## src/rtl/dbus_gpio_pkg.sv

```systemverilog
// Shared data-bus payload types, peripheral address constants and GPIO register
// map used by the GPIO responder and the interconnect.
package dbus_gpio_pkg;

    localparam int unsigned DBUS_AW    = 32;
    localparam int unsigned DBUS_DW    = 32;
    localparam int unsigned DBUS_BE_W  = DBUS_DW / 8;
    localparam int unsigned GPIO_OFF_W = 3;

    // Interconnect address match for the GPIO window (addr[31:5] compared).
    localparam logic [DBUS_AW-1:0] GPIO_ADDR_MATCH = 32'h4000_0000;
    localparam logic [DBUS_AW-1:0] GPIO_ADDR_MASK  = 32'hFFFF_FFE0;

    localparam logic [GPIO_OFF_W-1:0] GPIO_OUT_OFF = 3'd0;
    localparam logic [GPIO_OFF_W-1:0] GPIO_DIR_OFF = 3'd1;
    localparam logic [GPIO_OFF_W-1:0] GPIO_IN_OFF  = 3'd2;
    localparam logic [GPIO_OFF_W-1:0] GPIO_IE_OFF  = 3'd3;
    localparam logic [GPIO_OFF_W-1:0] GPIO_IP_OFF  = 3'd4;

    typedef enum logic {
        GPIO_IDLE = 1'b0,
        GPIO_ACK  = 1'b1
    } type_gpio_fsm_e;

    typedef struct packed {
        logic [DBUS_AW-1:0]   addr;
        logic [DBUS_DW-1:0]   w_data;
        logic [DBUS_BE_W-1:0] sel_byte;
        logic                 req;
        logic                 w_en;
    } type_dbus2peri_s;

    typedef struct packed {
        logic [DBUS_DW-1:0] r_data;
        logic               ack;
    } type_peri2dbus_s;

    // Expand byte enables into a per-bit write mask.
    function automatic logic [DBUS_DW-1:0] byte_mask(input logic [DBUS_BE_W-1:0] be);
        logic [DBUS_DW-1:0] m;
        m = '0;
        for (int k = 0; k < int'(DBUS_BE_W); k++) begin
            m[k*8 +: 8] = {8{be[k]}};
        end
        return m;
    endfunction

endpackage

```

## src/rtl/gpio_sync.sv

```systemverilog
// Per-bit multi-flop synchronizer for asynchronous pad inputs.
// Ports: clk, rst_n, d_i (async inputs), q_o (synchronized outputs).
module gpio_sync #(
    parameter int unsigned WIDTH  = 32,
    parameter int unsigned STAGES = 2
) (
    input  logic             clk,
    input  logic             rst_n,
    input  logic [WIDTH-1:0] d_i,
    output logic [WIDTH-1:0] q_o
);

    logic [WIDTH-1:0] sync_q [STAGES];

    always_ff @(posedge clk or negedge rst_n) begin
        if (!rst_n) begin
            for (int i = 0; i < int'(STAGES); i++) begin
                sync_q[i] <= '0;
            end
        end else begin
            sync_q[0] <= d_i;
            for (int i = 1; i < int'(STAGES); i++) begin
                sync_q[i] <= sync_q[i-1];
            end
        end
    end

    assign q_o = sync_q[STAGES-1];

endmodule

```

## src/rtl/dbus_gpio.sv

```systemverilog
// GPIO responder on the data bus: OUT/DIR/IN/IE/IP registers, rising-edge
// interrupt pending bits and a level interrupt to the PLIC.
// Ports: clk, rst_n, dbus2peri_i/gpio_sel_i (request), gpio2dbus_o (response),
// gpio_in_i (pads), gpio_out_o, gpio_oe_o, gpio_irq_o.
module dbus_gpio
    import dbus_gpio_pkg::*;
#(
    parameter int unsigned GPIO_WIDTH  = 32,
    parameter int unsigned SYNC_STAGES = 2
) (
    input  logic                  clk,
    input  logic                  rst_n,
    input  type_dbus2peri_s       dbus2peri_i,
    input  logic                  gpio_sel_i,
    output type_peri2dbus_s       gpio2dbus_o,
    input  logic [GPIO_WIDTH-1:0] gpio_in_i,
    output logic [GPIO_WIDTH-1:0] gpio_out_o,
    output logic [GPIO_WIDTH-1:0] gpio_oe_o,
    output logic                  gpio_irq_o
);

    type_gpio_fsm_e        state_q;
    logic [GPIO_OFF_W-1:0] off_q;
    logic                  wen_q;
    logic [DBUS_DW-1:0]    wdata_q;
    logic [DBUS_BE_W-1:0]  be_q;

    logic [GPIO_WIDTH-1:0] out_q, out_d;
    logic [GPIO_WIDTH-1:0] dir_q, dir_d;
    logic [GPIO_WIDTH-1:0] ie_q, ie_d;
    logic [GPIO_WIDTH-1:0] ip_q, ip_d;
    logic [GPIO_WIDTH-1:0] in_prev_q;
    logic [GPIO_WIDTH-1:0] in_sync;
    logic                  irq_q;

    logic [GPIO_WIDTH-1:0] wr_mask;
    logic [GPIO_WIDTH-1:0] wr_data;
    logic [GPIO_WIDTH-1:0] rise;
    logic                  ack_c;
    logic [DBUS_DW-1:0]    rdata_c;
    logic                  unused_addr;

    gpio_sync #(
        .WIDTH  (GPIO_WIDTH),
        .STAGES (SYNC_STAGES)
    ) u_sync (
        .clk   (clk),
        .rst_n (rst_n),
        .d_i   (gpio_in_i),
        .q_o   (in_sync)
    );

    // Handshake FSM; request fields are captured on acceptance.
    always_ff @(posedge clk or negedge rst_n) begin
        if (!rst_n) begin
            state_q <= GPIO_IDLE;
            off_q   <= '0;
            wen_q   <= 1'b0;
            wdata_q <= '0;
            be_q    <= '0;
        end else begin
            case (state_q)
                GPIO_IDLE: begin
                    if (gpio_sel_i && dbus2peri_i.req) begin
                        off_q   <= dbus2peri_i.addr[4:2];
                        wen_q   <= dbus2peri_i.w_en;
                        wdata_q <= dbus2peri_i.w_data;
                        be_q    <= dbus2peri_i.sel_byte;
                        state_q <= GPIO_ACK;
                    end
                end
                GPIO_ACK: state_q <= GPIO_IDLE;
                default:  state_q <= GPIO_IDLE;
            endcase
        end
    end

    assign ack_c       = (state_q == GPIO_ACK);
    assign wr_mask     = GPIO_WIDTH'(byte_mask(be_q));
    assign wr_data     = GPIO_WIDTH'(wdata_q);
    assign rise        = in_sync & ~in_prev_q;
    assign unused_addr = ^{dbus2peri_i.addr[DBUS_AW-1:5], dbus2peri_i.addr[1:0]};

    // Register next-state: lane-qualified writes in the ACK cycle; edge set beats W1C.
    always_comb begin
        out_d = out_q;
        dir_d = dir_q;
        ie_d  = ie_q;
        ip_d  = ip_q;
        if (ack_c && wen_q) begin
            case (off_q)
                GPIO_OUT_OFF: out_d = (out_q & ~wr_mask) | (wr_data & wr_mask);
                GPIO_DIR_OFF: dir_d = (dir_q & ~wr_mask) | (wr_data & wr_mask);
                GPIO_IE_OFF:  ie_d  = (ie_q  & ~wr_mask) | (wr_data & wr_mask);
                GPIO_IP_OFF:  ip_d  = ip_q & ~(wr_data & wr_mask);
                default:      ;
            endcase
        end
        ip_d = ip_d | rise;
    end

    // Read mux; data is forced to zero outside the ACK cycle.
    always_comb begin
        rdata_c = '0;
        if (ack_c) begin
            case (off_q)
                GPIO_OUT_OFF: rdata_c = DBUS_DW'(out_q);
                GPIO_DIR_OFF: rdata_c = DBUS_DW'(dir_q);
                GPIO_IN_OFF:  rdata_c = DBUS_DW'(in_sync);
                GPIO_IE_OFF:  rdata_c = DBUS_DW'(ie_q);
                GPIO_IP_OFF:  rdata_c = DBUS_DW'(ip_q);
                default:      rdata_c = '0;
            endcase
        end
    end

    // Register file, edge history and registered interrupt.
    always_ff @(posedge clk or negedge rst_n) begin
        if (!rst_n) begin
            out_q     <= '0;
            dir_q     <= '0;
            ie_q      <= '0;
            ip_q      <= '0;
            in_prev_q <= '0;
            irq_q     <= 1'b0;
        end else begin
            out_q     <= out_d;
            dir_q     <= dir_d;
            ie_q      <= ie_d;
            ip_q      <= ip_d;
            in_prev_q <= in_sync;
            irq_q     <= |(ip_q & ie_q);
        end
    end

    assign gpio2dbus_o.ack    = ack_c;
    assign gpio2dbus_o.r_data = rdata_c;
    assign gpio_out_o         = out_q;
    assign gpio_oe_o          = dir_q;
    assign gpio_irq_o         = irq_q;

endmodule

```

## config.mk

```make
export PLATFORM = sky130hd
export DESIGN_NAME = dbus_gpio
export DESIGN_NICKNAME = d
export VERILOG_FILES = /design/src/rtl/dbus_gpio_pkg.sv /design/src/rtl/gpio_sync.sv /design/src/rtl/dbus_gpio.sv
export SDC_FILE = /design/constraint.sdc
export NUM_CORES = 1
export LEC_CHECK = 0
export CORE_ASPECT_RATIO = 1.1
export CORE_MARGIN = 3
export CORE_UTILIZATION = 55
export CTS_CLUSTER_DIAMETER = 80
export DETAILED_ROUTE_END_ITERATION = 12
export GPL_TIMING_DRIVEN = 0
export PLACE_DENSITY_LB_ADDON = 0.25
export SLEW_MARGIN = 30
export SYNTH_ARGS = -nofsm -noshare
export SYNTH_HDL_FRONTEND = slang
export SYNTH_SLANG_ARGS = --single-unit
```

## constraint.sdc

```tcl
create_clock -name clk -period 4.45 [get_ports clk]
set_clock_uncertainty 0.15 [all_clocks]
set_input_delay 1.335 -clock clk [delete_from_list [all_inputs] [get_ports clk]]
set_output_delay 1.335 -clock clk [all_outputs]
set_load 0.03 [all_outputs]
```

After elaboration in Yosys (flattened, before gate mapping)
Index checks and enable logic that the tools add are counted.
{"block": "op_classes", "n_eq_ne": 4, "bitwise": 15, "muxes": 6, "reduce_logical": 8}
{"op": "$and 32x32->32", "n": 7}
{"op": "$pmux 32 s5", "n": 1}
{"op": "$or 32x32->32", "n": 4}
{"op": "$mux 32", "n": 3}
{"op": "$not 32->32", "n": 3}
{"op": "$reduce_or 32->1", "n": 1}
{"op": "$reduce_and 2->1", "n": 4}
{"op": "$eq 3x2->1 const B", "n": 2}
{"op": "$eq 3x1->1 const B", "n": 1}
{"op": "$eq 3x3->1 const B", "n": 1}
{"op": "$logic_not 3->1", "n": 1}
{"op": "$logic_and 1x1->1", "n": 2}
{"op": "$pmux 1 s2", "n": 1}
{"op": "$mux 1", "n": 1}
{"op": "$not 1->1", "n": 1}
{"block": "word_totals", "regBits": 266, "out_inout_bits": 98, "elab_cells": 46, "input_bits": 105}

Depth between registers and ports, before layout
{"block": "logic_depth", "ltp_word": 6, "mapped_depth": 6}

By module
Synthesis repeated with hierarchy kept, for this count alone.
{"block": "unflattened", "cells_unflattened": 743, "hier_area_um2": 10610.2}
{"module": "dbus_gpio", "n_inst": 1, "cells_each": 647, "area_per_inst_um2": 8768.4, "seq_area_each_um2": 5054.8}
{"module": "gpio_sync", "n_inst": 1, "cells_each": 96, "area_per_inst_um2": 1841.8, "seq_area_each_um2": 1601.5}

Worst setup path before layout
No wires, ideal clock.
{"block": "synth_path", "path_type": "reg-to-output", "from": "register off_q[2]", "to": "output port gpio2dbus_o[10] (netlist bit)", "slack_ns": 1.273, "t_arrival_ns": 1.692, "required_ns": 2.965, "n_path_buf": 1, "path_stages_with_launch": 5, "cell_sequence": "dfrtp_1 -> nor3_4 -> buf_2 -> a22oi_1 -> a21oi_1"}
{"item": "start: declaration", "line_no": "dbus_gpio.sv:23", "source": "logic [GPIO_OFF_W-1:0] off_q;"}
{"item": "start signal: assignment", "line_no": "dbus_gpio.sv:65", "source": "off_q <= dbus2peri_i.addr[4:2];"}
{"item": "end: declaration", "line_no": "dbus_gpio.sv:15", "source": "output type_peri2dbus_s gpio2dbus_o,"}

==> results.yml <==
floorplanning:
  placeableCoreArea_mm2: 0.0185
  io_pins: 203
  chipHeight_um: 150
  initial_utilization: 0.561
  die_boundary_width_um: 137
  floorplan.rows: 52
  die-area_mm2: 0.0205
timing:
  maximum_clock_rate_ghz: 0.229
  fin_setup_tns_ns: 0
  tightest_slew_ns: 0.795
  slew_headroom: 0.470
  final_hold_violation_count: 0
  finalCriticalPeriod_ns: 4.36
  part_of_the_cycle_the_worst_path_needs: 0.980
  timing_max_transition_violations_final: 0
  timing.final.setup_violations: 0
logic_synthesis:
  synth.yosys.warnings: 0
  synthesis.instances: 711
  synth.top_cells.by_area: "dfrtp_1, mux2_2, a22oi_1"
  netlist_area_mm2: 0.0104
  synth.top_cell.area_share: 0.642
  synth_fp_nets: 816
  synth-seq-area-share: 0.642
  yosysTopAreaCell: "dfrtp_1"
  synth_area_per_cell_um2: 14.6
  synth.lib_cells_used.distinct: 24
  synth_seq_cells: 266
global_routing:
  first_global_vias: 7539
  grt_antenna_before_repair: 1
  grt_first_pass_wirelength_um: 41700
  grt.overflow.total: 0
  gr-usage-all-layers: 0.264
  grt_max_degree: 94
drt:
  route.final.wire_length_um: 27200
  wl_met2_um: 13900
  wirelength_met1_um: 10600
  dr_total_vias: 7137
  viasPerCell: 6.04
  drt_iter0_drc: 578
  met3WireLength_um: 1890
  top_layer: "met5"
  wl_per_cell_um: 23.0
  ant_nets: 0
  drtPass1Iterations: 5
  drc: 0
finish:
  nNetsFinal: 1024
  multi_input_comb_area_mm2: 0.00337
  seq_area_mm2: 0.00666
  final_util: 0.731
  fraction_of_layout_cells_with_a_size_suffix_above_1: 0.278
  n_antenna_cell: 0
  filler_cell_count: 1210
  areaGrowthSynthToFinish_pct: 30.3
  most_frequent_cells_in_the_layout: "dfrtp_1, mux2_2, clkdlybuf4s50_1"
  mostFrequentLayoutCell: "dfrtp_1"
pwr:
  power_density_mw_per_mm2: 527
  cellLeakagePower_nw: 6.49
  p_comb_frac: 0.240
  power.switching_mw: 2.15
  sw_frac_of_total: 0.302
  power.clock.fraction: 0.323
  power_report.internal_total_mw: 4.97
  vdd_drop_max_v: 0.000328
  power_frac_seq: 0.438
worst_hold_path:
  min_path_type: "reg -> reg"
critical_path:
  cpMostUsedCell: "buf_2"
  worstSetupEndpointType: "output port"
  critical-path-max-stage-delay_ns: 0.73
  crit_start_category: "flip-flop"
  cp_slowest_cell: "clkdlybuf4s50_1"
  timing_worst_setup_path_type: "reg -> out"
  critical_path.n_buffers_inverters: 3
  cpLargestDelayFamily: "buffers and inverters"
  arrival_ns: 2.87
  cp_data_required_time_ns: 2.96
  path_cells: "nor3b_1, buf_2, buf_2, a22oi_1, a21oi_1, clkdlybuf4s50_1"
  critical_path.max_fanout: 10
placement:
  gp_congestion: 0.876
  io_buffer_count: 173
  place.detailed.hpwl_um: 18600
clock_network:
  clock_pin_slew_of_the_registers_on_the_worst_case_setup_and_hold_paths_ns: 0.06
  clock-sinks: 266
  clockRootBuffer: "clkbuf_16"
  clk-insertion-delay-late_ns: 0.53
  cts_tree: "done"
  cts_inserted_buffers: 26
  cts_hold_buffers: 0
  cts_max_path_buffers: 3
  htree_levels: 1
run:
  max-cap-violations: 0
run_status:
  status: "finished, final reports clean"
## power by group through the flow
stage | Combinational [mW] | Sequential [mW] | Clock [mW]
finish | 1.71 | 3.12 | 2.30
global route | 1.81 | 3.16 | 2.42
CTS | 1.71 | 3.11 | 2.33
detailed placement | 1.69 | 3.15 | 0
global placement | 1.65 | 3.13 | 0
floorplan | 0.687 | 3.36 | 0
## synthesized netlist by cell type
cell and number:
nand2_1 1, buf_2 15, nand3_2 4, nor3_4 1, a21oi_1 32, dfrtp_1 266
nand3b_1 1, and4b_1 4, or4_1 1, nor3b_1 1, and2_1 1, nor3b_2 1
buf_4 9, inv_1 33, nor2b_4 1, mux2_2 168, buf_6 1, a22o_1 32
nand4_1 36, o21ai_0 1, buf_1 6, nand4_2 4, a22oi_1 80, clkbuf_1 12
## kinds of logic (layout without fill, tap and decap cells)
logic type             after synthesis  count (layout)  share of synthesized area
flip-flops                         266             266                      0.642
multiplexers                       168             168                      0.182
AO/OA/AOI/OAI                      145             145                      0.101
buffers and inverters               76             304                     0.0333
AND/OR/NAND/NOR                     56              56                     0.0415
## cell type report
cell class	instances	share of cell area
tap	243	0.0225
timing repair buffer	180	0.142
buffer	43	0.0169
clock buffer	38	0.0575
inverter	33	0.00917
sequential	266	0.493
multi-input combinational	369	0.249
clock inverter	10	0.00972
## final timing paths
path,slack [ns],end,start,depth (start not counted)
min in group asynchronous,0.58,wdata_q[17]$_DFFE_PN0P_,rst_n,1
worst min register to register,0.19,u_sync.q_o[16]$_DFF_PN0_,u_sync.sync_q[48]$_DFF_PN0_,0
worst max register to register,2.41,ip_q[7]$_DFF_PN0_,ack_c$_DFF_PN0_,6
max in group asynchronous,2.64,in_prev_q[27]$_DFF_PN0_,rst_n,3
worst max-delay path,0.09,gpio2dbus_o[3],off_q[2]$_DFFE_PN0P_,6
worst min-delay path,0.19,u_sync.q_o[16]$_DFF_PN0_,u_sync.sync_q[48]$_DFF_PN0_,0
## metrics by stage
step	setup slack (ns)	power [mW]	hold slack (ns)	instances	instance area [um2]
6_report	0.0906	7.12	0.193	1182	13500
5_1_grt	-0.0522	7.39	0.203	1182	13500
4_1_cts	0.00287	7.16	0.197	1182	13400
3_5_place_dp	0.454	4.84	0.185	1130	12500
3_3_place_gp	-8.63	4.78	0.182	1127	12400
2_1_floorplan	1.27	4.05	0.181	711	10400
## layer usage
layer,vias up,global-route usage
met4,2,0.0858
met1,3685,0.353
met3,65,0.0474
met2,321,0.440
met5,-,0
li1,3064,-
## what timing repair did
action / CTS / global route
hold endpoints to repair: 0 / 0
pin swaps: 1 / 0
setup buffers: 4 / 0
gates resized for setup: 5 / 29
setup endpoints to repair: 23 / 28
Note: power is estimated with default switching activity, not from simulation.
